## src/rtl/ucode_seq_ctrl_if.sv

```systemverilog
// Program-memory bus between the instruction sequencer (master) and synchronous program memory (slave).
// Read data is expected the cycle after imem_rd is asserted.
interface ucode_seq_ctrl_if #(
    parameter int unsigned PC_W = 12
) ();
    logic [PC_W-1:0] imem_addr;
    logic            imem_rd;
    logic [23:0]     imem_data;

    modport master (output imem_addr, output imem_rd, input imem_data);
    modport slave  (input imem_addr, input imem_rd, output imem_data);
endinterface

```

## src/rtl/ucode_seq_ctrl.sv

```systemverilog
// Microprogram instruction sequencer: FETCH/LOAD/DECODE/EXEC loop with control-flow resolution.
// Optional return stack for BSR/RET enabled by defining UCODE_SEQ_STACK_EN.
module ucode_seq_ctrl #(
    parameter int unsigned PC_W        = 12,
    parameter int unsigned STACK_DEPTH = 4
) (
    input  logic             clk,
    input  logic             rst,
    input  logic             run,
    input  logic             zero_flag,
    input  logic             carry_flag,
    ucode_seq_ctrl_if.master imem,
    output logic [23:0]      ir_out,
    output logic             exec_en,
    output logic [PC_W-1:0]  pc,
    output logic             busy,
    output logic             stack_err
);

    if ((STACK_DEPTH < 2) || ((STACK_DEPTH & (STACK_DEPTH - 1)) != 0)) begin : g_depth_check
        $error("ucode_seq_ctrl: STACK_DEPTH must be a power of two and at least 2");
    end

    typedef enum logic [2:0] {
        S_IDLE,
        S_FETCH,
        S_LOAD,
        S_DECODE,
        S_EXEC,
        S_HALT
    } state_t;

    state_t          state;
    logic [PC_W-1:0] pc_inc;
    logic [PC_W-1:0] pc_next;
    logic [PC_W-1:0] target;
    logic            fault;

    assign imem.imem_addr = pc;
    assign pc_inc         = pc + PC_W'(1);
    assign target         = ir_out[PC_W-1:0];

`ifdef UCODE_SEQ_STACK_EN
    localparam int unsigned SP_W = $clog2(STACK_DEPTH) + 1;

    logic [PC_W-1:0] stack [STACK_DEPTH];
    logic [SP_W-1:0] sp;
    logic [SP_W-2:0] sp_top;
    logic            do_push;
    logic            do_pop;

    assign sp_top = sp[SP_W-2:0] - (SP_W-1)'(1);
`else
    assign stack_err = 1'b0;
`endif

    always_comb begin
        pc_next = pc_inc;
        fault   = 1'b0;
`ifdef UCODE_SEQ_STACK_EN
        do_push = 1'b0;
        do_pop  = 1'b0;
`endif
        if (ir_out[23:19] == 5'b10000) begin
            case (ir_out[18:12])
                7'd0: pc_next = target;
                7'd1: if (zero_flag)  pc_next = target;
                7'd2: if (!zero_flag) pc_next = target;
                7'd3: if (carry_flag) pc_next = target;
`ifdef UCODE_SEQ_STACK_EN
                7'd4: begin
                    if (sp == '0) begin
                        fault   = 1'b1;
                        pc_next = pc;
                    end else begin
                        do_pop  = 1'b1;
                        pc_next = stack[sp_top];
                    end
                end
                7'd5: begin
                    if (sp == SP_W'(STACK_DEPTH)) begin
                        fault   = 1'b1;
                        pc_next = pc;
                    end else begin
                        do_push = 1'b1;
                        pc_next = target;
                    end
                end
`endif
                default: pc_next = pc_inc;
            endcase
        end
    end

    // imem_rd, exec_en and busy are registered: each is set on the edge entering its state.
    always_ff @(posedge clk) begin
        if (rst) begin
            state        <= S_IDLE;
            pc           <= '0;
            ir_out       <= '0;
            imem.imem_rd <= 1'b0;
            exec_en      <= 1'b0;
            busy         <= 1'b0;
`ifdef UCODE_SEQ_STACK_EN
            sp           <= '0;
            stack_err    <= 1'b0;
`endif
        end else begin
            imem.imem_rd <= 1'b0;
            exec_en      <= 1'b0;
            case (state)
                S_IDLE: begin
                    if (run) begin
                        state        <= S_FETCH;
                        imem.imem_rd <= 1'b1;
                        busy         <= 1'b1;
                    end
                end
                S_FETCH: state <= S_LOAD;
                S_LOAD: begin
                    ir_out <= imem.imem_data;
                    state  <= S_DECODE;
                end
                S_DECODE: begin
                    state   <= S_EXEC;
                    exec_en <= 1'b1;
                end
                S_EXEC: begin
                    if (fault) begin
`ifdef UCODE_SEQ_STACK_EN
                        stack_err <= 1'b1;
`endif
                        busy  <= 1'b0;
                        state <= S_HALT;
                    end else begin
`ifdef UCODE_SEQ_STACK_EN
                        if (do_push) begin
                            stack[sp[SP_W-2:0]] <= pc_inc;
                            sp                  <= sp + SP_W'(1);
                        end
                        if (do_pop) begin
                            sp <= sp - SP_W'(1);
                        end
`endif
                        pc <= pc_next;
                        if (run) begin
                            state        <= S_FETCH;
                            imem.imem_rd <= 1'b1;
                        end else begin
                            state <= S_IDLE;
                            busy  <= 1'b0;
                        end
                    end
                end
                S_HALT: state <= S_HALT;
                default: begin
                    state <= S_IDLE;
                    busy  <= 1'b0;
                end
            endcase
        end
    end

endmodule

```

## src/flat_wrapper.sv

```systemverilog
// flat-port wrapper written by rule: the top's interface ports become plain ports
module ucode_seq_ctrl_flat 
#(
    parameter int unsigned PC_W        = 12,
    parameter int unsigned STACK_DEPTH = 4
)
  (clk, rst, run, zero_flag, carry_flag, ir_out, exec_en, pc, busy, stack_err, imem_imem_addr, imem_imem_rd, imem_imem_data);
  ucode_seq_ctrl_if #(.PC_W(PC_W)) imem_i ();
  input  logic clk;
  input  logic rst;
  input  logic run;
  input  logic zero_flag;
  input  logic carry_flag;
  output logic [23:0] ir_out;
  output logic exec_en;
  output logic [PC_W-1:0] pc;
  output logic busy;
  output logic stack_err;
  output wire logic [$bits(imem_i.imem_addr)-1:0] imem_imem_addr;
  output wire logic [$bits(imem_i.imem_rd)-1:0] imem_imem_rd;
  input wire logic [$bits(imem_i.imem_data)-1:0] imem_imem_data;
  assign imem_imem_addr = imem_i.imem_addr;
  assign imem_imem_rd = imem_i.imem_rd;
  assign imem_i.imem_data = imem_imem_data;
  ucode_seq_ctrl #(.PC_W(PC_W), .STACK_DEPTH(STACK_DEPTH)) u_core (.clk(clk), .rst(rst), .run(run), .zero_flag(zero_flag), .carry_flag(carry_flag), .imem(imem_i), .ir_out(ir_out), .exec_en(exec_en), .pc(pc), .busy(busy), .stack_err(stack_err));
endmodule
```

## config.mk

```make
export PLATFORM = sky130hd
export DESIGN_NAME = ucode_seq_ctrl_flat
export DESIGN_NICKNAME = d
export VERILOG_FILES = /design/src/rtl/ucode_seq_ctrl_if.sv /design/src/rtl/ucode_seq_ctrl.sv /design/src/flat_wrapper.sv
export SDC_FILE = /design/constraint.sdc
export NUM_CORES = 1
export LEC_CHECK = 0
export CAP_MARGIN = 5
export CELL_PAD_IN_SITES_DETAIL_PLACEMENT = 0
export CELL_PAD_IN_SITES_GLOBAL_PLACEMENT = 1
export CORE_MARGIN = 5
export CORE_UTILIZATION = 23
export CTS_BUF_LIST = sky130_fd_sc_hd__clkbuf_8
export DETAILED_ROUTE_END_ITERATION = 8
export PLACE_DENSITY_LB_ADDON = 0.1
export SYNTH_ARGS = -nofsm -noshare
export SYNTH_HDL_FRONTEND = slang
export SYNTH_SLANG_ARGS = --single-unit
```

## constraint.sdc

```tcl
create_clock -name clk -period 1.9 [get_ports clk]
set_clock_uncertainty 0.2 [all_clocks]
set_input_delay 0.19 -clock clk [delete_from_list [all_inputs] [get_ports clk]]
set_output_delay 0.19 -clock clk [all_outputs]
set_load 0.01 [all_outputs]
```

==> impl_results.html, run 1 <==
<table>
<tr><th>Metric</th><th>Value</th></tr>
<tr><th colspan="2">Place</th></tr>
<tr><td>Routability cong.</td><td>~0.71</td></tr>
<tr><td>Detailed Place HPWL</td><td>about 5 mm</td></tr>
<tr><td>Placed standard-cell area</td><td>around 3100 µm²</td></tr>
<tr><td>Number of cells after detailed placement</td><td>between 400 and 500</td></tr>
<tr><td>Pre-CTS WS</td><td>-0.220 ns</td></tr>
<tr><td>Number of port buffers</td><td>approximately 80</td></tr>
<tr><th colspan="2">Die</th></tr>
<tr><td>Ports</td><td>just over 80</td></tr>
<tr><td>Initial Util</td><td>23.8%</td></tr>
<tr><td>Die extent in x</td><td>105 µm</td></tr>
<tr><td>Placeable Area</td><td>8760 µm²</td></tr>
<tr><td>Area of the die</td><td>11100 µm²</td></tr>
<tr><td>Row cnt</td><td>34</td></tr>
<tr><td>Vertical die dimension</td><td>between 100 and 150 µm</td></tr>
<tr><th colspan="2">Synth</th></tr>
<tr><td>Async SR Flop Fraction</td><td>0%</td></tr>
<tr><td>Post-synthesis sequential element count</td><td>42</td></tr>
<tr><td>Most numerous cell in the Yosys netlist</td><td>sky130_fd_sc_hd__nand2_1</td></tr>
<tr><td>Leading post-synthesis cells by instance count</td><td>sky130_fd_sc_hd__nand2_1 (59), sky130_fd_sc_hd__dfxtp_1 (42), sky130_fd_sc_hd__a21oi_1 (33), sky130_fd_sc_hd__buf_4 (14), sky130_fd_sc_hd__nor2_1 (14)</td></tr>
<tr><td>Syn_area_per_cell</td><td>slightly below 8 µm²</td></tr>
<tr><td>Share of synthesized area occupied by flip-flops and latches</td><td>between 40% and 50%</td></tr>
<tr><td>Primary flip-flop cell chosen by synthesis mapping</td><td>sky130_fd_sc_hd__dfxtp_1</td></tr>
<tr><td>Unique masters post-synth</td><td>46</td></tr>
<tr><td>Leading post-synthesis cells by cell area</td><td>sky130_fd_sc_hd__dfxtp_1 (40%), sky130_fd_sc_hd__nand2_1 (11%), sky130_fd_sc_hd__a21oi_1 (7.9%), sky130_fd_sc_hd__buf_4 (5.0%), sky130_fd_sc_hd__mux2i_1 (2.9%)</td></tr>
<tr><td>Top cell type's share of synthesized area</td><td>40.4%</td></tr>
<tr><td>Number of synthesized flops with an enable pin</td><td>0</td></tr>
<tr><td>Library cell with the largest summed area after synthesis</td><td>sky130_fd_sc_hd__dfxtp_1</td></tr>
<tr><td>Number of standard cells after synthesis</td><td>~260</td></tr>
<tr><td>Total standard cell area after synthesis</td><td>about 2100 µm²</td></tr>
<tr><td>Count of synthesis-stage warnings from yosys</td><td>0</td></tr>
<tr><td>Synthesized Nets</td><td>294</td></tr>
<tr><th colspan="2">GRT</th></tr>
<tr><td>Met2 Track Usage GR</td><td>between 10% and 20%</td></tr>
<tr><td>Via count of the first global-routing pass</td><td>2144</td></tr>
<tr><td>Antenna violations before repair</td><td>0</td></tr>
<tr><td>Global-route wire length before repair</td><td>~11 mm</td></tr>
<tr><td>GR Util met3</td><td>slightly below 3%</td></tr>
<tr><td>Total global-route track usage</td><td>11.8%</td></tr>
<tr><td>Global Route met1 Usage</td><td>between 10% and 20%</td></tr>
<tr><td>Maximum number of pins on one net before global-route repair</td><td>18</td></tr>
<tr><td>Layer with the highest usage after global routing</td><td>met2</td></tr>
<tr><td>Total congestion overflow</td><td>0</td></tr>
<tr><th colspan="2">Worst setup path</th></tr>
<tr><td>Slowest CP cell</td><td>sky130_fd_sc_hd__dfxtp_1</td></tr>
<tr><td>Critical Path Source Type</td><td>flop</td></tr>
<tr><td>Critical Path Max Stage Delay</td><td>~0.32 ns</td></tr>
<tr><td>Type of element capturing the critical path</td><td>flop</td></tr>
<tr><td>Worst Path Arrival</td><td>~1.8 ns</td></tr>
<tr><td>Required time reported for the critical path endpoint</td><td>about 1.9 ns</td></tr>
<tr><td>Crit path cell chain</td><td>nor4b_2, buf_4, o2111ai_4, buf_6, mux2_1, o32ai_1</td></tr>
<tr><td>Setup CP Type</td><td>reg -&gt; reg</td></tr>
<tr><td>Biggest fanout along the worst timing path</td><td>6</td></tr>
<tr><th colspan="2">STA</th></tr>
<tr><td>Total count of hold-check failures in the final report</td><td>0</td></tr>
<tr><td>Final Max Slew Viols</td><td>0</td></tr>
<tr><td>Final setup fails</td><td>0</td></tr>
<tr><td>Final period demand of the worst path</td><td>~1.8 ns</td></tr>
<tr><td>Setup total negative slack</td><td>0 ns</td></tr>
<tr><td>Setup repair after global routing missed its margin</td><td>yes</td></tr>
<tr><td>Ratio of final minimum period to clock period</td><td>95.8%</td></tr>
<tr><td>Worst rel slew slack</td><td>between 60% and 70%</td></tr>
<tr><td>Slew @ Worst Pin</td><td>0.496 ns</td></tr>
<tr><td>Fmax</td><td>549 MHz</td></tr>
<tr><td>Final worst-path setup slack</td><td>between 0.08 and 0.09 ns</td></tr>
<tr><th colspan="2">Clocking</th></tr>
<tr><td>Number of buffers created by CTS</td><td>5</td></tr>
<tr><td>Clock tree from TritonCTS</td><td>built</td></tr>
<tr><td>Number of buffers on the longest clock path</td><td>2</td></tr>
<tr><td>Clock transition at the register clock pins on the worst setup and hold paths after CTS</td><td>roughly 0.090 ns</td></tr>
<tr><td>CTS root buffer</td><td>sky130_fd_sc_hd__clkbuf_8</td></tr>
<tr><td>Worst-Skew Late Latency</td><td>roughly 0.30 ns</td></tr>
<tr><td>Sink count of the clock tree</td><td>between 40 and 50</td></tr>
<tr><td>Hold buffer count at cts</td><td>0</td></tr>
<tr><td>H-tree levels</td><td>2</td></tr>
<tr><th colspan="2">Drt</th></tr>
<tr><td>Length of the first detailed-routing pass in iterations</td><td>6</td></tr>
<tr><td>Number of routed nets with antenna violations</td><td>0</td></tr>
<tr><td>Routed wirelength normalized by instance count</td><td>roughly 14 µm</td></tr>
<tr><td>DRC errors left</td><td>0</td></tr>
<tr><td>Drt first-iter violations</td><td>between 40 and 50</td></tr>
<tr><td>Via density per instance</td><td>approximately 4.6</td></tr>
<tr><td>Routed vias</td><td>~2.1k</td></tr>
<tr><td>Total wire length</td><td>roughly 6.6 mm</td></tr>
<tr><th colspan="2">Layout</th></tr>
<tr><td>Share of final-layout standard cells stronger than drive strength 1</td><td>about 16%</td></tr>
<tr><td>Number of antenna cells inserted</td><td>0</td></tr>
<tr><td>Post-route non-filler standard cell count</td><td>~470</td></tr>
<tr><td>Post-Route Utilization</td><td>between 30% and 40%</td></tr>
<tr><td>Post-synthesis to final-layout area growth</td><td>56.4%</td></tr>
<tr><td>Cell area after layout</td><td>3260 µm²</td></tr>
<tr><td>Total Nets Final</td><td>roughly 390</td></tr>
<tr><th colspan="2">Hold path</th></tr>
<tr><td>Worst min-delay path category</td><td>in -&gt; reg</td></tr>
<tr><th colspan="2">Power and ir drop</th></tr>
<tr><td>Reported leakage power</td><td>about 1.2 nW</td></tr>
<tr><td>Cell area power density</td><td>between 600 and 700 nW/µm²</td></tr>
<tr><td>Peak supply drop</td><td>0.263 mV</td></tr>
<tr><th colspan="2">Job</th></tr>
<tr><td>Maxcap violations</td><td>0</td></tr>
<tr><th colspan="2">Outcome</th></tr>
<tr><td>Result of the run</td><td>completed</td></tr>
</table>
[cell type report]
type                       instances  area (µm²)
clock inverter                     2        12.5
timing repair buffer             118        1090
multi-input combinational        183        1060
clock buffer                       6        82.6
tap                              108         135
inverter                           9        33.8
fill                             934        5510
sequential                        42         843
[worst max-delay path, delay by kind of cell (launching register included)]
kind                   cells  cell delay [ns]
AOI/OAI and AO/OA          2             0.27
buffers and inverters      2             0.35
DFF                        1             0.32
muxes                      1             0.30
and+or+nand+nor            1             0.28
[report_power, final]
| group | leakage (nW) | internal (W) | switching, W |
|---|---|---|---|
| Clock | 0.0472 | 0.000293 | 0.000327 |
| Combinational | 0.778 | 0.000274 | 0.000226 |
| Sequential | 0.342 | 0.000935 | 0.0000436 |
[flip-flops by register name, summed over array words and instances (netlist names)]
register and flops:
u_core.ir_out 24, u_core.busy 1, u_core.state 3, u_core.imem.imem_rd 1
u_core.imem.imem_addr 12, u_core.exec_en 1
[through the flow]
stage	hold WS (ns)	total power, W
after floorplan	0.126	0.00122
after global placement	0.264	0.00149
after detailed placement	0.268	0.00150
after CTS	0.225	0.00214
after global routing	0.243	0.00222
final	0.236	0.00210
[cell families (layout without fill, tap and decap cells)]
logic type	after synthesis	in the layout	synth area share, %
AND/OR/NAND/NOR	115	115	27.4
AO/OA/AOI/OAI	57	57	17.0
flip-flops	42	42	40.4
buffers and inverters	39	135	10.2
multiplexers	7	7	3.43
XOR/XNOR	2	2	0.841
adder cells (fa/ha/maj)	1	1	0.601
other	1	1	0.180
[what timing repair did]
action | CTS | global route
gates resized for setup | 2 | 4
buffers inserted | 0 | 1
setup endpoints to repair | 2 | 10
pin swaps | 0 | 4
hold endpoints to repair | 0 | 0
[path summary, 6_finish.rpt]
check                                      start                               endpoint  slack (ns)  cells past startpoint
setup / recovery  u_core.ir_out[14]$_SDFFE_PP0P_  u_core.imem.imem_addr[9]$_SDFFE_PP0N_        0.08                      6
hold reg to reg   u_core.ir_out[11]$_SDFFE_PP0P_         u_core.ir_out[11]$_SDFFE_PP0P_        0.28                      2
setup reg to reg  u_core.ir_out[14]$_SDFFE_PP0P_  u_core.imem.imem_addr[9]$_SDFFE_PP0N_        0.08                      6
hold / removal                imem_imem_data[10]         u_core.ir_out[10]$_SDFFE_PP0P_        0.24                      3
[placed cells by master (no fill, tap or decap), types with 2 or more instances in the layout]
cell                               n
sky130_fd_sc_hd__dfxtp_1          40
sky130_fd_sc_hd__nor3b_1           2
sky130_fd_sc_hd__nand3_1           8
sky130_fd_sc_hd__nand2b_1          3
sky130_fd_sc_hd__o32ai_1           5
sky130_fd_sc_hd__nor2b_1           2
sky130_fd_sc_hd__and3_1            2
sky130_fd_sc_hd__and4_1            2
sky130_fd_sc_hd__or4b_1            2
sky130_fd_sc_hd__o21ai_0           2
sky130_fd_sc_hd__nor3b_2           2
sky130_fd_sc_hd__a21oi_1          33
sky130_fd_sc_hd__a31oi_1           4
sky130_fd_sc_hd__clkdlybuf4s50_1  79
sky130_fd_sc_hd__clkbuf_8          6
sky130_fd_sc_hd__inv_1             9
sky130_fd_sc_hd__nor2_1           14
sky130_fd_sc_hd__mux2i_1           6
sky130_fd_sc_hd__nand4_1           3
sky130_fd_sc_hd__xnor2_1           2
sky130_fd_sc_hd__dfxtp_2           2
sky130_fd_sc_hd__buf_4            38
sky130_fd_sc_hd__nor3_1            3
sky130_fd_sc_hd__a2bb2oi_1         3
sky130_fd_sc_hd__or3_1             2
sky130_fd_sc_hd__nor4_1            2
sky130_fd_sc_hd__nand2_1          59
sky130_fd_sc_hd__o211ai_1          2
[metal layers]
metal / part of all wire (%) / up-vias
met5: 0 / -
met4: 0.66 / 0
met3: 6.0 / 5
met1: 46 / 986
met2: 47 / 53
li1: - / 1095
Note: power is estimated with default switching activity, not from simulation.
==> inputs of run 2 (changes only) <==
- GPL_TIMING_DRIVEN: not set -> 1
==> results of run 2 <==
Final layout, timing and power as in run 1 (identical DEF).
